$ cat src/rtl/led_seq_pkg.sv
// Shared constants for the LED pattern sequencer: step modes, ping-pong
// direction and the default 4-LED pattern table.
package led_seq_pkg;

  localparam logic [1:0] MODE_HOLD = 2'b00;
  localparam logic [1:0] MODE_UP   = 2'b01;
  localparam logic [1:0] MODE_DOWN = 2'b10;
  localparam logic [1:0] MODE_PP   = 2'b11;

  typedef enum logic {
    DIR_UP   = 1'b0,
    DIR_DOWN = 1'b1
  } dir_t;

  localparam int DEF_N_LED = 4;
  localparam int DEF_N_PAT = 4;

  // Entry k sits at bits [k*4 +: 4]; entry 0 (all LEDs off) is the reset pattern.
  localparam logic [15:0] DEF_PAT_TABLE = {4'b0110, 4'b1001, 4'b0011, 4'b0000};

endpackage

$ cat src/rtl/tick_gen.sv
// Free-running prescaler: one-cycle tick every DIV clocks, restartable via clr.
module tick_gen #(
  parameter int DIV = 50000000
) (
  input  logic clk,
  input  logic rst_n,
  input  logic clr,
  output logic tick
);

  localparam int CW = $clog2(DIV);
  localparam logic [CW-1:0] TOP = CW'(DIV - 1);

  logic [CW-1:0] cnt;

  always_ff @(posedge clk or negedge rst_n) begin
    if (!rst_n) begin
      cnt <= '0;
    end else if (clr || (cnt == TOP)) begin
      cnt <= '0;
    end else begin
      cnt <= cnt + 1'b1;
    end
  end

  assign tick = (cnt == TOP);

endmodule

$ cat src/rtl/led_pattern_seq.sv
// Pattern-table LED sequencer: index loaded or stepped (hold/up/down/ping-pong)
// on a prescaled tick. Optional LED_BLINK_EN adds a blink input gated by tick phase.
module led_pattern_seq
  import led_seq_pkg::*;
#(
  parameter int N_LED = DEF_N_LED,
  parameter int N_PAT = DEF_N_PAT,
  parameter int DIV   = 50000000,
  parameter logic [N_LED*N_PAT-1:0] PAT_TABLE = DEF_PAT_TABLE,
  localparam int PW = (N_PAT > 1) ? $clog2(N_PAT) : 1
) (
  input  logic             clk,
  input  logic             rst_n,
  input  logic [PW-1:0]    num_in,
  input  logic             load,
  input  logic             run,
  input  logic [1:0]       mode,
`ifdef LED_BLINK_EN
  input  logic             blink,
`endif
  output logic [N_LED-1:0] leds,
  output logic [PW-1:0]    index,
  output logic             tick
);

  localparam logic [PW-1:0] LAST     = PW'(N_PAT - 1);
  localparam logic [PW:0]   NPAT_EXT = (PW + 1)'(N_PAT);

  dir_t             dir, dir_nxt;
  logic [PW-1:0]    idx_nxt;
  logic [N_LED-1:0] leds_nxt;
  logic             step;
  logic             go_up;

  function automatic logic [N_LED-1:0] pat_at(input logic [PW-1:0] k);
    return PAT_TABLE[int'(k)*N_LED +: N_LED];
  endfunction

  // A load restarts the prescaler so the next step lands a full DIV later.
  tick_gen #(.DIV(DIV)) u_tick (
    .clk  (clk),
    .rst_n(rst_n),
    .clr  (load),
    .tick (tick)
  );

  always_comb begin
    step    = tick & run & (mode != MODE_HOLD);
    idx_nxt = index;
    dir_nxt = dir;
    go_up   = 1'b0;
    if (load) begin
      idx_nxt = ({1'b0, num_in} < NPAT_EXT) ? num_in : LAST;
    end else if (step && (N_PAT > 1)) begin
      case (mode)
        MODE_UP:   idx_nxt = (index == LAST) ? '0 : index + 1'b1;
        MODE_DOWN: idx_nxt = (index == '0) ? LAST : index - 1'b1;
        MODE_PP: begin
          // At an end with dir pointing outward, bounce inward on this same step.
          go_up   = (dir == DIR_UP) ? (index != LAST) : (index == '0);
          idx_nxt = go_up ? index + 1'b1 : index - 1'b1;
          if (idx_nxt == LAST)    dir_nxt = DIR_DOWN;
          else if (idx_nxt == '0) dir_nxt = DIR_UP;
          else                    dir_nxt = go_up ? DIR_UP : DIR_DOWN;
        end
        default: ;
      endcase
    end
  end

`ifdef LED_BLINK_EN
  logic phase;
  logic phase_nxt;

  assign phase_nxt = phase ^ tick;

  always_ff @(posedge clk or negedge rst_n) begin
    if (!rst_n) phase <= 1'b0;
    else        phase <= phase_nxt;
  end

  assign leds_nxt = (blink && phase_nxt) ? '0 : pat_at(idx_nxt);
`else
  assign leds_nxt = pat_at(idx_nxt);
`endif

  // leds is loaded from the next index, so it never lags index.
  always_ff @(posedge clk or negedge rst_n) begin
    if (!rst_n) begin
      index <= '0;
      dir   <= DIR_UP;
      leds  <= PAT_TABLE[N_LED-1:0];
    end else begin
      index <= idx_nxt;
      dir   <= dir_nxt;
      leds  <= leds_nxt;
    end
  end

endmodule
$ cat config.mk
export PLATFORM = sky130hd
export DESIGN_NAME = led_pattern_seq
export DESIGN_NICKNAME = d
export VERILOG_FILES = /design/src/rtl/led_seq_pkg.sv /design/src/rtl/tick_gen.sv /design/src/rtl/led_pattern_seq.sv
export SDC_FILE = /design/constraint.sdc
export NUM_CORES = 1
export LEC_CHECK = 0
export CAP_MARGIN = 0
export CORE_MARGIN = 2
export CORE_UTILIZATION = 57
export CTS_BUF_LIST = sky130_fd_sc_hd__clkbuf_16
export CTS_CLUSTER_SIZE = 28
export DETAILED_ROUTE_END_ITERATION = 10
export PLACE_DENSITY = 0.84
export SYNTH_ARGS = -nofsm -noshare
export SYNTH_HDL_FRONTEND = slang
export SYNTH_SLANG_ARGS = --single-unit
$ cat constraint.sdc
create_clock -name clk -period 2.6 [get_ports clk]
set_clock_uncertainty 0.2 [all_clocks]
set_input_delay 0.52 -clock clk [delete_from_list [all_inputs] [get_ports clk]]
set_output_delay 0.52 -clock clk [all_outputs]
set_load 0.005 [all_outputs]
Yosys cells after proc, flatten, opt, wreduce, memory -nomap -nowiden

Cells that the tools add are included.

Register bits: 33
Input port bits: 8
Output and inout bits: 7
Word-level logic and storage cells: 34

$add $sub $neg: 3
Eq/ne operators: 7
Shift operators: 1
Muxes and demuxes: 11
Bitwise logic cells: 3
Reduce and logical (&&, ||, !) cells: 5

Operators with widths:

| operator                                                                    | count |
|---|---|
| 26-bit by 1-bit adder with 26-bit output, second input constant             | 1 |
| 26-bit == test, second input constant                                       | 1 |
| 26-bit 2-to-1 mux                                                           | 1 |
| 16-bit by 5-bit indexed part select with 4-bit output, first input constant | 1 |
| 2-bit 2-to-1 mux                                                            | 5 |
| 2-bit == test, second input constant                                        | 4 |
| 2-bit case mux with 3 select lines                                          | 1 |
| 2-bit zero test                                                             | 2 |
| 1-bit 2-to-1 mux                                                            | 4 |
| 3-bit AND reduction                                                         | 1 |
| 2-bit by 1-bit adder with 2-bit output, second input constant               | 1 |
| 1-bit bitwise AND                                                           | 2 |
| 2-bit by 1-bit == test with 1-bit output, second input constant             | 1 |
| 2-bit inequality test, second input constant                                | 1 |
| 2-bit nonzero test                                                          | 1 |
| 2-bit by 1-bit subtractor with 2-bit output, second input constant          | 1 |
| 1-bit logical OR                                                            | 1 |
| 1-bit NOT                                                                   | 1 |

Logic depth before layout (Yosys ltp)

Word-level depth: 7
Depth in mapped cells: 8
Mapped depth without buffers: 8

Cells and area by module

A second synthesis with hierarchy kept.

Cell total of the unflattened synthesis: 185
Area, all modules: 1767.9 µm²

Modules (own cells, without submodules):

| module          | instances | cells an instance | area each (µm²) | seq. area each (µm²) |
|---|---|---|---|---|
| tick_gen        | 1         | 144               | 1385.1          | 650.6 |
| led_pattern_seq | 1         | 41                | 382.9           | 150.1 |

Worst setup path before layout

Ideal clock, no wire load.

Path kind: flip-flop to flip-flop
Start point: reg index[0]
End point: reg leds[0]
Library setup time: 63 ps
Arrival: 2033 ps
Data required time: 2337 ps
Slack: 304 ps
Cell stages (with the launch flop): 8
Buffers on the path: 0
Clock period less this slack: 2296 ps
Cell sequence: dfrtp_1 ha_1 or2_2 a311o_1 a2111oi_0 a221o_1 ha_1 inv_1

Longest elaborated chain between the ends: 7
Elaborated cells on any way between the ends: 13
Those cells by class: 2 x add/sub; 2 x eq/ne; 1 x shift; 7 x mux; 1 x reduce/logical

Ends and longest elaborated chain:

| what                                                      | RTL line                                     | source |
|---|---|---|
| start: declaration                                        | led_pattern_seq.sv:22                        | `output logic [PW-1:0] index,` |
| start signal: assignment                                  | led_pattern_seq.sv:94                        | `index <= idx_nxt;` |
| 2-bit inequality test or 2-bit zero test (tied branches)  | led_pattern_seq.sv:60, led_pattern_seq.sv:57 |  |
| 1-bit 2-to-1 mux                                          | led_pattern_seq.sv:60                        | `go_up = (dir == DIR_UP) ? (index != LAST) : (index == '0);` |
| 2-bit 2-to-1 mux                                          | led_pattern_seq.sv:61                        | `idx_nxt = go_up ? index + 1'b1 : index - 1'b1;` |
| 2-bit case mux with 3 select lines (*)                    | led_pattern_seq.sv:55                        | `case (mode)` |
| 2-bit 2-to-1 mux (*)                                      | led_pattern_seq.sv:54                        | `end else if (step && (N_PAT > 1)) begin` |
| 2-bit 2-to-1 mux (*)                                      | led_pattern_seq.sv:52                        | `if (load) begin` |
| net idx_nxt[1]                                            | led_pattern_seq.sv:30                        | `logic [PW-1:0] idx_nxt;` |
| 16-bit by 5-bit indexed part select with 4-bit output (*) | led_pattern_seq.sv:36                        | `return PAT_TABLE[int'(k)*N_LED +: N_LED];` |
| net leds_nxt[0]                                           | led_pattern_seq.sv:31                        | `logic [N_LED-1:0] leds_nxt;` |
| end signal: assignment                                    | led_pattern_seq.sv:92                        | `leds <= PAT_TABLE[N_LED-1:0];` |
| end signal: assignment                                    | led_pattern_seq.sv:96                        | `leds <= leds_nxt;` |
| end: declaration                                          | led_pattern_seq.sv:21                        | `output logic [N_LED-1:0] leds,` |

The timed path passes the listed nets; every way through them passes the cells marked *.
A chain may end at the register's enable or synchronous reset.

Worst setup path in the final report

Start point: reg u_tick.cnt[1]
End point: reg leds[0]

Longest elaborated chain between the ends: 6

Ends and longest elaborated chain:

| what                                                  | RTL line              | source |
|---|---|---|
| start: declaration                                    | tick_gen.sv:14        | `logic [CW-1:0] cnt;` |
| start signal: assignment                              | tick_gen.sv:22        | `cnt <= cnt + 1'b1;` |
| 26-bit == test                                        | tick_gen.sv:26        | `assign tick = (cnt == TOP);` |
| 1-bit bitwise AND (2 in series)                       | led_pattern_seq.sv:48 | `step = tick & run & (mode != MODE_HOLD);` |
| 2-bit 2-to-1 mux                                      | led_pattern_seq.sv:54 |  |
| 2-bit 2-to-1 mux                                      | led_pattern_seq.sv:52 |  |
| net idx_nxt[1]                                        | led_pattern_seq.sv:30 |  |
| 16-bit by 5-bit indexed part select with 4-bit output | led_pattern_seq.sv:36 |  |
| net leds_nxt[0]                                       | led_pattern_seq.sv:31 |  |

The timed path passes the listed nets, and every way through them passes these cells.

==> impl_metrics.yaml <==
clocking:
  cts_buffer_depth: 2
  root_buffer: "clkbuf_16"
  clk_latency_ns: 0.28
  path_clk_slew_ns: 0.05
  cts_sinks: 32
  h-tree-depth: 2
  cts_inserted_buffers: 5
  holdBufCountCts: 0
  cts_tree: "yes"
drt:
  drc: 0
  route.vias.total: 1525
  drt-total-wl_mm: 4.12
  drtPass1Iterations: 4
  detail-route-antenna-nets: 0
  viasPerCell: 5.93
  drt_iter0_markers: 95
  wl_per_cell_um: 16.0
final_layout:
  fin_util_pct: 73.2
  multi_input_area_um2: 953
  diodes: 0
  drive_gt1_share_pct: 20.2
  layout_common_cells: "dfrtp_1 (30), nor2_1 (18), buf_4 (15), nand3_1 (13), clkdlybuf4s50_1 (13)"
  regArea_um2: 803
  area_delta_synth_final_pct: 23.2
  final_nets: 225
  final.fill_count: 216
  layout_commonest_cell: "dfrtp_1"
sta:
  setup_tns_ns: 0
  fin_crit_sh_pct: 95.4
  rsz0062_at_grt: "no"
  hold_viol: 0
  max_slew_margin_pct: 69.3
  tightest_slew_ns: 0.457
  slew_viol_final: 0
  period_needed_ns: 2.48
  fmax_ghz: 0.403
  finalSetupViolations: 0
die:
  die_y_um: 60.4
  dieWidth_um: 60.4
  initial_core_util_pct: 59.5
  pin_count: 15
  dieArea_um2: 3650
  num_rows: 20
  core_area_um2: 3050
global_route:
  antenna_found_initial: 0
  grt_pass1_vias: 1479
  grt_max_degree: 33
  grt_pass1_wl_mm: 6.70
  grt_overflow: 0
  grt_use_total_pct: 25.5
hold_path:
  hold_depth: 2
  holdCritPathClass: "reg2reg"
setup_path:
  rrSetupSlack_ns: 0.12
  critPathMaxFanout: 4
  start_kind: "flip-flop"
  r2r_cells: 9
  crit_arrival_ns: 2.45
  cp-end-kind: "flip-flop"
  crit_type: "reg2reg"
  cp.required_ns: 2.57
yosys:
  yosysSeqAreaShare_pct: 44.1
  synth_edf_count: 0
  synth_top_area_cell: "dfrtp_1"
  synth-async-reset-ratio_pct: 100
  avgSynthCellArea_um2: 9.76
  synth_ff_type: "dfrtp_1"
  netlist_instances: 186
  yosysUniqueCellTypes: 44
  synth-seq-cells: 32
  synth.area.top_cells: "dfrtp_1 (44%), xor2_1 (4.8%), nor2_1 (3.7%)"
  yosysTopAreaCellShare_pct: 44.1
  synth_fp_nets: 199
  syn_area_um2: 1820
  yosys_warnings: 0
status:
  status: "finished clean"
power_and_ir_drop:
  power_density_nw_per_um2: 524
  leakage_uw: 0.000946
  ir_drop_mv: 0.547
placed_design:
  place_congestion: 0.782
  dp_hpwl_mm: 2.70
  port_buffers: 14
run:
  cap_violations: 0
## per-layer routing
| metal | share of wire [%] | global-route usage [%] |
|---|---|---|
| met5 | 0 | 0 |
| met4 | 1.2 | 9.94 |
| met3 | 4.0 | 6.61 |
| met2 | 52 | 41.9 |
| met1 | 42 | 32.4 |
## path summary, 6_finish.rpt
kind | from | endpoint
min | u_tick.cnt[0] | u_tick.cnt[0]
max in group asynchronous | rst_n | u_tick.cnt[10]
max reg2reg | u_tick.cnt[1] | leds[0]
min in group asynchronous | rst_n | u_tick.cnt[22]
min reg2reg | u_tick.cnt[0] | u_tick.cnt[0]
max | u_tick.cnt[1] | leds[0]
## worst max-delay path, stage by stage, from the launching register on
cell and delay (ns):
dfrtp_1 0.36, ha_2 0.19, and4_4 0.23, nand4_1 0.14, buf_4 0.18, buf_4 0.14
or2_1 0.26, a221o_1 0.35, ha_1 0.29, inv_1 0.04
## cell families after synthesis
family / share of synthesized area [%]
AOI/OAI and AO/OA: 13.2
xor gates and xnor gates: 6.27
adders and majority gates: 3.45
buffers and inverters: 5.31
DFF: 44.1
muxes: 0.620
and+or+nand+nor: 27.0
## report_power, final
group	switching, uW	internal [uW]	total [uW]
Clock	204	347	551
Sequential	8.68	511	519
Combinational	50.8	50.7	101
## flip-flops by register name (all words and copies together), names as in the netlist
register and flops:
u_tick.cnt 26, index 2, dir 1, leds 3
## cell type report
type | instances | area share [%]
clock buffers | 5 | 5.60
inverters | 8 | 1.34
repair buffers | 29 | 11.4
multi-input cells | 136 | 42.6
clock inverters | 3 | 0.616
flip-flops and latches | 32 | 35.9
well taps | 44 | 2.46
## synthesized netlist by cell type, types with 2 or more instances
| master | number |
|---|---|
| dfrtp_1 | 32 |
| nor2_1 | 18 |
| nand3_1 | 13 |
| nand4_1 | 10 |
| xor2_1 | 10 |
| a21oi_1 | 8 |
| inv_1 | 8 |
| o21ai_0 | 8 |
| nand2_1 | 7 |
| and4_1 | 5 |
| buf_2 | 5 |
| ha_1 | 5 |
| o31ai_1 | 5 |
| or3_1 | 5 |
| a21oi_2 | 4 |
| and2_1 | 4 |
| or4_4 | 3 |
| xnor2_1 | 3 |
| buf_4 | 2 |
| buf_6 | 2 |
| nor2b_1 | 2 |
| nor3_1 | 2 |
| nor4_1 | 2 |
| or2_1 | 2 |
| or4_1 | 2 |
## stage by stage
stage / area, um2 / total power [uW] / cells / setup slack [ns] / hold WS (ns)
4_1_cts: 2180 / 1180 / 254 / 0.0115 / 0.331
3_5_place_dp: 2010 / 625 / 243 / 0.00108 / 0.271
2_1_floorplan: 1820 / 572 / 186 / 0.304 / 0.0244
6_report: 2240 / 1170 / 257 / 0.119 / 0.352
5_1_grt: 2240 / 1210 / 257 / 0.0249 / 0.367
3_3_place_gp: 2010 / 622 / 243 / 0.0308 / 0.263
## timing repair
action	CTS	global route
setup endpoints to repair	1	2
pin swaps	1	5
gates resized for setup	1	11
cloned	0	0
setup buffers	3	3
Power figures use the tool's default switching activity.
